### config.mk
export PLATFORM = sky130hd
export DESIGN_NAME = count8_ctrl
export DESIGN_NICKNAME = d
export VERILOG_FILES = /design/src/rtl/count8_pkg.sv /design/src/rtl/count8_next.sv /design/src/rtl/count8_ctrl.sv
export SDC_FILE = /design/constraint.sdc
export NUM_CORES = 1
export LEC_CHECK = 0
export ABC_AREA = 1
export BUFFER_PORTS_ARGS = -buffer_cell sky130_fd_sc_hd__buf_2
export CAP_MARGIN = 20
export CORE_AREA = 2 2 39 41
export DETAILED_ROUTE_END_ITERATION = 12
export DIE_AREA = 0 0 41 43
export PLACE_DENSITY = 0.69
export SLEW_MARGIN = 5
export SYNTH_ARGS = -nofsm -noshare
export SYNTH_HDL_FRONTEND = slang
export SYNTH_SLANG_ARGS = --single-unit
### constraint.sdc
create_clock -name clk -period 1.27 [get_ports clk]
set_clock_uncertainty 0.2 [all_clocks]
set_input_delay 0.127 -clock clk [delete_from_list [all_inputs] [get_ports clk]]
set_output_delay 0.127 -clock clk [all_outputs]
set_load 0.02 [all_outputs]
### src/rtl/count8_pkg.sv
// ---------------------------------------------------------------------------
// count8_pkg
// Shared definitions for the loadable 8-bit control counter.
//   WIDTH   : default counter/state width in bits
//   CNT_RST : value the counter returns to on reset
//   countOp : per-edge operation chosen by the next-state logic
// ---------------------------------------------------------------------------
package count8_pkg;

   localparam int WIDTH   = 8;
   localparam int CNT_RST = 0;

   typedef enum logic [1:0] {
      OP_HOLD = 2'd0,
      OP_INC  = 2'd1,
      OP_LOAD = 2'd2
   } countOp;

endpackage : count8_pkg

### src/rtl/count8_next.sv
// ---------------------------------------------------------------------------
// count8_next
// Purely combinational next-state function of the counter.
// Ports:
//   curState  [in]  present count (state register contents)
//   CNT_In    [in]  parallel-load value
//   EN        [in]  count enable
//   load      [in]  parallel-load request, higher priority than EN
//   nextState [out] state to be registered on the next rising edge
//   op        [out] decoded operation (HOLD / INC / LOAD)
// ---------------------------------------------------------------------------
module count8_next
   import count8_pkg::*;
#(
   parameter int WIDTH = count8_pkg::WIDTH
) (
   input  logic [WIDTH-1:0] curState,
   input  logic [WIDTH-1:0] CNT_In,
   input  logic             EN,
   input  logic             load,
   output logic [WIDTH-1:0] nextState,
   output countOp           op
);

   // Decode the operation first: load always wins over enable, and with
   // neither asserted the counter simply holds its value.
   always_comb begin
      op = OP_HOLD;
      if (load) begin
         op = OP_LOAD;
      end else if (EN) begin
         op = OP_INC;
      end
   end

   // Three-way source mux driven by the decoded operation. The increment
   // is truncated to WIDTH bits so 0xFF rolls over to 0x00 with no carry.
   always_comb begin
      nextState = curState;
      unique case (op)
         OP_LOAD: nextState = CNT_In;
         OP_INC:  nextState = curState + WIDTH'(1);
         default: nextState = curState;
      endcase
   end

endmodule : count8_next

### src/rtl/count8_ctrl.sv
// ---------------------------------------------------------------------------
// count8_ctrl
// Loadable, enable-gated up-counter built as an explicit next-state machine
// whose state register is the count itself.
// Ports:
//   clk    [in]  rising-edge clock
//   res    [in]  asynchronous active-high reset, clears the count
//   EN     [in]  count enable
//   load   [in]  synchronous parallel-load request (priority over EN)
//   CNT_In [in]  value captured when load=1
//   CNT    [out] current count, straight from the state register
// ---------------------------------------------------------------------------
module count8_ctrl
   import count8_pkg::*;
#(
   parameter int WIDTH = count8_pkg::WIDTH
) (
   input  logic             clk,
   input  logic             res,
   input  logic             EN,
   input  logic             load,
   input  logic [WIDTH-1:0] CNT_In,
   output logic [WIDTH-1:0] CNT
);

   logic [WIDTH-1:0] nextState;
   countOp           curOp;

   count8_next #(
      .WIDTH (WIDTH)
   ) uNext (
      .curState  (CNT),
      .CNT_In    (CNT_In),
      .EN        (EN),
      .load      (load),
      .nextState (nextState),
      .op        (curOp)
   );

   // State register. Reset clears the count immediately and does not look
   // at any other input, so X on load/EN/CNT_In cannot leak out while res
   // is high. A HOLD cycle leaves the register untouched, which is the
   // same as reloading the current value.
   always_ff @(posedge clk or posedge res) begin
      if (res) begin
         CNT <= WIDTH'(CNT_RST);
      end else if (curOp != OP_HOLD) begin
         CNT <= nextState;
      end
   end

endmodule : count8_ctrl

==> Yosys cells after proc, flatten, opt, wreduce, memory -nomap -nowiden <==
Index checks and enable logic that the tools add are counted.
Widths: inputs -> output; s select.
{ "totals": {"reg_bits": 8} }
{ "classes": {"addsub": 1, "eq_ne": 2, "n_mux": 3, "n_reduce_logical": 3} }
{ "ops": {"columns": ["cell", "n"], "rows": [
  ["$pmux 8 s2", 1],
  ["$add 8x1->8 const B", 1],
  ["$reduce_bool 2->1", 2],
  ["$eq 2x1->1 const B", 1],
  ["$eq 2x2->1 const B", 1],
  ["$mux 2", 1],
  ["$reduce_and 2->1", 1],
  ["$mux 1", 1]
]} }

==> Depth between registers and ports, before layout <==
Gate-level depths: netlist (run 1).
{ "depth": {"depth_word": 5, "depth_mapped": 7} }

==> By module <==
Synthesis (run 1) repeated with hierarchy kept, for this count alone.
{ "unflattened": {"hier_cells": 94, "area_unflattened_um2": 651.9} }
{ "modules_own_cells": {"columns": ["module", "n_inst", "cells_each", "area_per_inst_um2"], "rows": [
  ["count8_next", 1, 60, 336.6],
  ["count8_ctrl", 1, 34, 315.3]
]} }

==> Worst setup path after synthesis (run 1) <==
OpenSTA, ideal clock, no wires.
{ "synth_path": {"path_type": "register to register", "from": "register CNT[0]", "to": "register CNT[4]", "arrival_time_ns": 1.128, "t_required_ns": 0.987, "path_slack_ns": -0.141, "path_stages_with_launch": 5, "path_buffers": 0, "synth_period_minus_slack_ns": 1.411, "path_cell_list": "dfrtp_1 > ha_1 > nand3_1 > xor2_1 > o21ai_0"} }
{ "synth_via": {"elab_chain_len": 2} }
{ "synth_lines": {"columns": ["item", "line", "text"], "rows": [
  ["start, declared", "count8_ctrl.sv:23", "output logic [WIDTH-1:0] CNT"],
  ["start signal, assigned", "count8_ctrl.sv:46", "CNT <= WIDTH'(CNT_RST);"],
  ["start signal, assigned", "count8_ctrl.sv:48", "CNT <= nextState;"],
  ["$add 8x1->8", "count8_next.sv:42", "OP_INC: nextState = curState + WIDTH'(1);"],
  ["$pmux 8 s2", "count8_next.sv:40", "unique case (op)"]
]} }
Every way passes these cells.
A chain may end at the register's enable or synchronous reset.

==> Worst setup path in the final report (run 1) <==
{ "layout_path": {"from": "register CNT[4]", "to": "output CNT[4]"} }
No word-level cell between the ends.

==> impl_metrics.yaml, run 1 <==
sta:
  period_needed_ps: 1245
  setup_viol: 0
  worst_slack_ps: 25.15
  maxClockFrequency_mhz: 803.3
  slew_headroom: 0.7830
  rsz0062_at_grt: "yes"
  tightest_slew_ps: 325.1
  hold_slack_ps: -3.726
  slew_violations: 0
  period_share: 0.9802
  hold_viol: 1
finish:
  multi_input_area_sq_um: 302.8
  mostFrequentLayoutCells: "18 x buf_2, 17 x nand2_1, 9 x dlygate4sd3_1"
  fill_cells: 147
  final_common_cell: "buf_2"
  n_antenna_cell: 0
  largest_reg_flops: 8
  regMostFlops: "CNT"
  nets: 110
  largestRegisters: "CNT: 8 flops"
  drive_above_1_share: 0.4167
  syn_to_final_growth_pct: 56.40
  seq_area_sq_um: 205.2
floorplanning:
  die_height_um: 43
  die_w_um: 41
  ios: 20
  coreArea_sq_mm: 0.001384
  core.rowCount: 14
  die-area_sq_mm: 0.001763
  floorplan.initialDensity: 0.3671
routing:
  avgViaCountPerCell: 4.679
  drc_errors: 0
  drt_iter0_markers: 8
  routed_wl_mm: 1.208
  drtAntennaViolNets: 0
  drt_first_pass_iters: 3
  vias: 524
  wl_per_cell_um: 10.79
worst_setup_path:
  crit_type: "reg2out"
  worstPathCellList: "buf_6, buf_6"
  cp_num_cells: 2
  cp.required_ps: 940
  cp_max_fo: 3
  crit_buf_inv: 2
  arrival_ps: 920
  path_delay_family: "flip-flops"
  cp_slowest_cell: "dfrtp_1"
  crit_path_start_kind: "register"
  critical-path-max-stage-delay_ps: 400
  endpoint_kind: "output pin"
  crit_path_frequent_cell: "buf_6"
  reg2reg_depth: 4
synthesis:
  synth_top_family_by_area: "simple AND/OR/NAND/NOR gates"
  synth_xor_area_frac: 0.03448
  synthAdderAreaFrac: 0.02463
  yosys_register_bits: 8
  syn-cell-area_sq_um: 508.0
  synth_simple_gate_area_frac: 0.3153
  syn_avg_cell_area_sq_um: 8.063
  ys_seq_area_frac: 0.3941
  synth_largest_area_cell: "dfrtp_1"
  synth_mux_area_frac: 0
  ys_warn_count: 0
  synth_area_leaders: "dfrtp_1 39%, nand2_1 15%, a22oi_1 8.9%"
  yosys.area.top_type_share: 0.3941
  synth-compound-area-share: 0.1576
  synth_nets: 76
  synthDistinctLibCells: 20
  synth_cells: 63
placement:
  gp_congestion: 0.7362
  numPortBuffers: 19
  dp_hpwl_um: 832.9
  post-place-ws_ps: 21.77
status:
  status: "complete, but fails checks"
  failed_checks: "hold timing"
job:
  maxCapViolCount: 0
clocking:
  clkSinkCount: 8
  cts_root_buf: "clkbuf_4"
  cts_tree: "built"
  cts.htree.levels: 1
  clk_pin_slew_ps: 70
  numCtsBuffers: 3
  clock_latency_ps: 270
  cts_buffer_depth: 2
power:
  p_per_area_mw_per_mm2: 1007
  vdd_drop_max_mv: 0.5391
  power.leakage_nw: 0.3764
global_route:
  overflow: 0
  grt_pass1_vias: 424
  grt_first_pass_wirelength_mm: 1.766
  grt_use_total: 0.1522
  grt_max_degree: 11
  antenna_found_initial: 0
worst_hold_path:
  hold_path.class: "in2reg"
  holdPathStages: 4
[what timing repair did]
| item | 4_1_cts | 5_1_grt |
|---|---|---|
| endpoints found under the setup margin | 1 | 4 |
| setup buffers | 1 | 0 |
| hold buffers | 9 | 0 |
| gates resized for setup | 0 | 11 |
| pin swaps | 0 | 6 |
| hold endpoints to repair | 16 | 0 |
[through the flow]
| stage | power (mW) | setup TNS (ps) | cell area [sq um] | std cells | utilization |
|---|---|---|---|---|---|
| 2_1_floorplan | 0.4632 | -5.939 | 525.5 | 63 | - |
| 3_3_place_gp | 0.5310 | 0 | 636.9 | 98 | 0.4602 |
| 3_5_place_dp | 0.5347 | 0 | 636.9 | 98 | 0.4602 |
| 4_1_cts | 0.7819 | 0 | 760.7 | 112 | 0.5497 |
| 5_1_grt | 0.8480 | -73.76 | 794.5 | 112 | 0.5741 |
| 6_report | 0.8000 | 0 | 794.5 | 112 | 0.5741 |
[layout make-up]
| cell class | instances | area share |
|---|---|---|
| sequential | 8 | 0.2583 |
| timing repair buffer | 30 | 0.2693 |
| multi-input combinational | 47 | 0.3811 |
| tap | 16 | 0.02520 |
| clock buffer | 4 | 0.03307 |
| inverter | 7 | 0.03307 |
[where the power goes]
| group | internal [mW] | leakage [nW] | switching, mW |
|---|---|---|---|
| Clock | 0.121 | 0.0150 | 0.102 |
| Combinational | 0.117 | 0.269 | 0.128 |
| Sequential | 0.287 | 0.0929 | 0.0458 |
| Total | 0.524 | 0.376 | 0.276 |
[synthesized netlist by cell type]
| cell type | count |
|---|---|
| o21ai_1 | 1 |
| nor2_1 | 2 |
| o211ai_1 | 1 |
| xnor2_1 | 1 |
| dfrtp_1 | 8 |
| nand3_1 | 6 |
| a21oi_1 | 1 |
| ha_1 | 1 |
| o21bai_1 | 1 |
| nand2_1 | 20 |
| nor2_8 | 1 |
| inv_1 | 5 |
| inv_2 | 2 |
| buf_6 | 1 |
| xor2_1 | 1 |
| o21ai_0 | 2 |
| nand3_2 | 1 |
| nor2_4 | 1 |
| a22oi_1 | 6 |
| nor2_2 | 1 |
[logic make-up after synthesis]
kind of cell / count (synthesis)
buffers and inverters: 8
flip-flops: 8
XOR/XNOR: 2
adder cells (fa/ha/maj): 1
AND/OR/NAND/NOR: 32
AO/OA/AOI/OAI: 12
[path summary, 6_finish.rpt]
| path | start | endpoint | slack [ps] |
|---|---|---|---|
| setup reg to reg | CNT[1] | CNT[4] | 30 |
| min in group asynchronous | res | CNT[6] | 150 |
| max in group asynchronous | res | CNT[3] | 440 |
| setup / recovery | CNT[4] | CNT[4] | 30 |
| hold / removal | EN | CNT[1] | -4 |
| hold reg to reg | CNT[7] | CNT[7] | 350 |
[routing by layer]
| metal | global-route usage | vias to the layer above | share of wire |
|---|---|---|---|
| li1 | - | 274 | - |
| met1 | 0.1889 | 230 | 0.45 |
| met2 | 0.2156 | 16 | 0.47 |
| met3 | 0.04712 | 4 | 0.055 |
| met4 | 0.1000 | 0 | 0.024 |
| met5 | 0 | - | 0 |
[tightest hold or removal path: stages]
cell and delay, ps:
buf_2 120, nor2_4 60, nand2_1 60, nand3_1 60
No activity file was read; power rests on OpenSTA's default activity.
==> inputs of run 2 (changes only) <==
--- a/config.mk
+++ b/config.mk
@@ -5,13 +5,12 @@
 export SDC_FILE = /design/constraint.sdc
 export NUM_CORES = 1
 export LEC_CHECK = 0
-export ABC_AREA = 1
 export BUFFER_PORTS_ARGS = -buffer_cell sky130_fd_sc_hd__buf_2
-export CAP_MARGIN = 20
+export CAP_MARGIN = 5
 export CORE_AREA = 2 2 39 41
 export DETAILED_ROUTE_END_ITERATION = 12
 export DIE_AREA = 0 0 41 43
-export PLACE_DENSITY = 0.69
+export PLACE_DENSITY = 0.62
 export SLEW_MARGIN = 5
 export SYNTH_ARGS = -nofsm -noshare
 export SYNTH_HDL_FRONTEND = slang
==> run 2 against run 1 <==
Compared with the run above:
- the flow finishes with violations (hold timing, setup timing)
- die area is the same
- cell count shrank 6.3%
- clock-buffer cell count is the same
- largest cell class is now non-clock buffers
- utilization shrank 0.45 points
- global-route usage grew 1.9 points
- maximum frequency shrank 11%
==> impl_metrics.yaml, run 2 <==
finish:
  drive_above_1_share: 0.4157
  largest_reg_flops: 8
  final_common_cell: "buf_2"
  layout.cells.non_filler: 105
  largestRegisters: "CNT: 8 flops"
  mostFrequentLayoutCells: "14 x buf_2, 11 x nand2_1, 10 x dlygate4sd3_1, 10 x buf_4"
  nets: 103
  fin_area_sq_um: 788.3
  syn_to_final_growth_pct: 82.61
  fill_cells: 119
  regMostFlops: "CNT"
  n_antenna_cell: 0
power:
  p_per_area_mw_per_mm2: 1012
  finalPower_mw: 0.7974
  vdd_drop_max_mv: 0.6778
  p_seq_frac: 0.400
  pwr-share-clk: 0.273
  power.leakage_nw: 0.3705
  pwr-share-comb: 0.327
  swShare: 0.3096
  intPower_mw: 0.5505
  netSwitchingPower_mw: 0.2469
synthesis:
  yosys_register_bits: 8
  yosys.area.top_type_share: 0.4638
  async_reset_ff_frac: 1.000
  yosys-top-cells-count: "11 x nand2_1, 8 x dfrtp_1, 5 x o21ai_0"
  syn_avg_cell_area_sq_um: 8.993
  ys_warn_count: 0
  synthDistinctLibCells: 15
  synth-edff-count: 0
  ys.flop_type: "dfrtp_1"
  synth_nets: 61
  syn-cell-area_sq_um: 431.7
  ys_seq_area_frac: 0.4638
  synth_largest_area_cell: "dfrtp_1"
  synth_cells: 48
  synth_most_common_cell: "nand2_1"
  synth_area_leaders: "dfrtp_1 46%, nand2_1 9.6%, xor2_1 6.1%"
clocking:
  clkSinkCount: 8
  numCtsBuffers: 3
  clk_pin_slew_ps: 60
  cts.htree.levels: 1
  clock_latency_ps: 260
  cts_buffer_depth: 2
  cts_tree: "built"
  cts_root_buf: "clkbuf_4"
sta:
  tightest_slew_ps: 351.6
  maxClockFrequency_mhz: 715.0
  slew_headroom: 0.7653
  worst_slack_ps: -128.5
  period_needed_ps: 1399
  hold_viol: 1
  rsz0062_at_grt: "yes"
  setup_viol: 7
  hold_slack_ps: -19.77
  period_share: 1.101
  slew_violations: 0
global_route:
  grt_first_pass_wirelength_mm: 2.001
  grt_max_degree: 11
  grt_pass1_vias: 485
  overflow: 0
  grt_use_total: 0.1709
  antenna_found_initial: 0
worst_setup_path:
  r2r-end: "CNT[7]"
  cp.required_ps: 1260
  r2r_slack_ps: -130
  cp_slowest_cell: "or4_1"
  worstPathCellList: "nand4_2, or4_1, nand3_1"
  reg2reg_depth: 3
  crit_type: "reg2reg"
  cp_max_fo: 4
  critical-path-max-stage-delay_ps: 490
  endpoint_kind: "register"
  crit_path_start_kind: "register"
  reg2reg_from: "CNT[0]"
  arrival_ps: 1390
floorplanning:
  coreArea_sq_mm: 0.001384
  ios: 20
  die_height_um: 43
  core.rowCount: 14
  floorplan.initialDensity: 0.3119
  die-area_sq_mm: 0.001763
  die_w_um: 41
placement:
  dpl.cell_count: 90
  placed_cell_area_sq_um: 623.1
  numPortBuffers: 19
  dp_hpwl_um: 794.8
  gp_congestion: 0.6910
status:
  failed_checks: "hold timing, setup timing"
  status: "complete, but fails checks"
routing:
  drt_iter0_markers: 6
  avgViaCountPerCell: 4.610
  routed_wl_mm: 1.189
  drc_errors: 0
  drtAntennaViolNets: 0
  wl_per_cell_um: 11.32
  vias: 484
  drt_first_pass_iters: 2
worst_hold_path:
  hold_path.class: "in2reg"
  hp-start: "load"
  hold_path_end: "CNT[3]"
  holdPathStages: 3
job:
  maxCapViolCount: 0
-- run 2: worst max-delay path, delay by kind of cell, from the launching register on --
family,cells,cell delay [ps]
flops,1,400
simple gates,3,740
-- run 2: kinds of logic after synthesis --
group           Yosys count  share of synthesized area
xor+xnor                  4                    0.08117
buf+inv                   3                    0.02609
mux                       1                    0.02319
flops                     8                     0.4638
compound gates            8                    0.09273
fa+ha+maj                 1                    0.02898
simple gates             23                     0.2840
-- run 2: worst max-delay path by stage --
| stage | startpoint | to | slack (ps) |
|---|---|---|---|
| 3_5_place_dp | CNT[0] | CNT[7] | -120 |
| 4_1_cts | CNT[0] | CNT[7] | -130 |
| 2_1_floorplan | CNT[0] | CNT[6] | -200 |
| 6_report | CNT[0] | CNT[7] | -130 |
| 3_3_place_gp | CNT[0] | CNT[5] | -100 |
| 5_1_grt | CNT[1] | CNT[6] | -170 |
-- run 2: power groups by stage --
stage               combinational [mW]  clock (mW)  sequential, mW
floorplan                       0.0668           0           0.359
global placement                 0.202           0           0.320
detailed placement               0.206           0           0.322
CTS                              0.259       0.234           0.319
global route                     0.288       0.244           0.325
finish                           0.261       0.218           0.319
-- run 2: layout make-up --
class                           instances  area (sq um)  share of cell area
Tap cell                               16         20.02             0.02540
Inverter                                1         3.754            0.004762
Clock buffer                            4         26.28             0.03333
Sequential cell                         8         203.9              0.2587
Multi-Input combinational cell         37         232.7              0.2952
Timing Repair Buffer                   39         301.5              0.3825
-- run 2: through the flow --
stage	utilization	setup TNS (ps)	worst slack, ps
after global routing	0.5696	-956.8	-174.7
after detailed placement	0.4503	-422.3	-119.0
after CTS	0.5624	-617.0	-132.5
final	0.5696	-554.8	-128.5
after global placement	0.4503	-333.1	-100.6
after floorplan	-	-564.0	-202.3
-- run 2: layer usage --
layer	global-route usage	wire, um	vias to the layer above
met5	0	0	-
met2	0.2469	637	14
met4	0.1000	12	0
met1	0.2171	489	217
met3	0.04712	49	2
li1	-	-	251
-- run 2: repair_timing --
| item | CTS | global route |
|---|---|---|
| setup endpoints to repair | 9 | 12 |
| resized for setup | 10 | 2 |
| pin swaps | 1 | 1 |
| hold buffers | 9 | 1 |
| setup buffers | 1 | 0 |
| gates cloned | 0 | 0 |
| endpoints found under the hold margin | 16 | 1 |
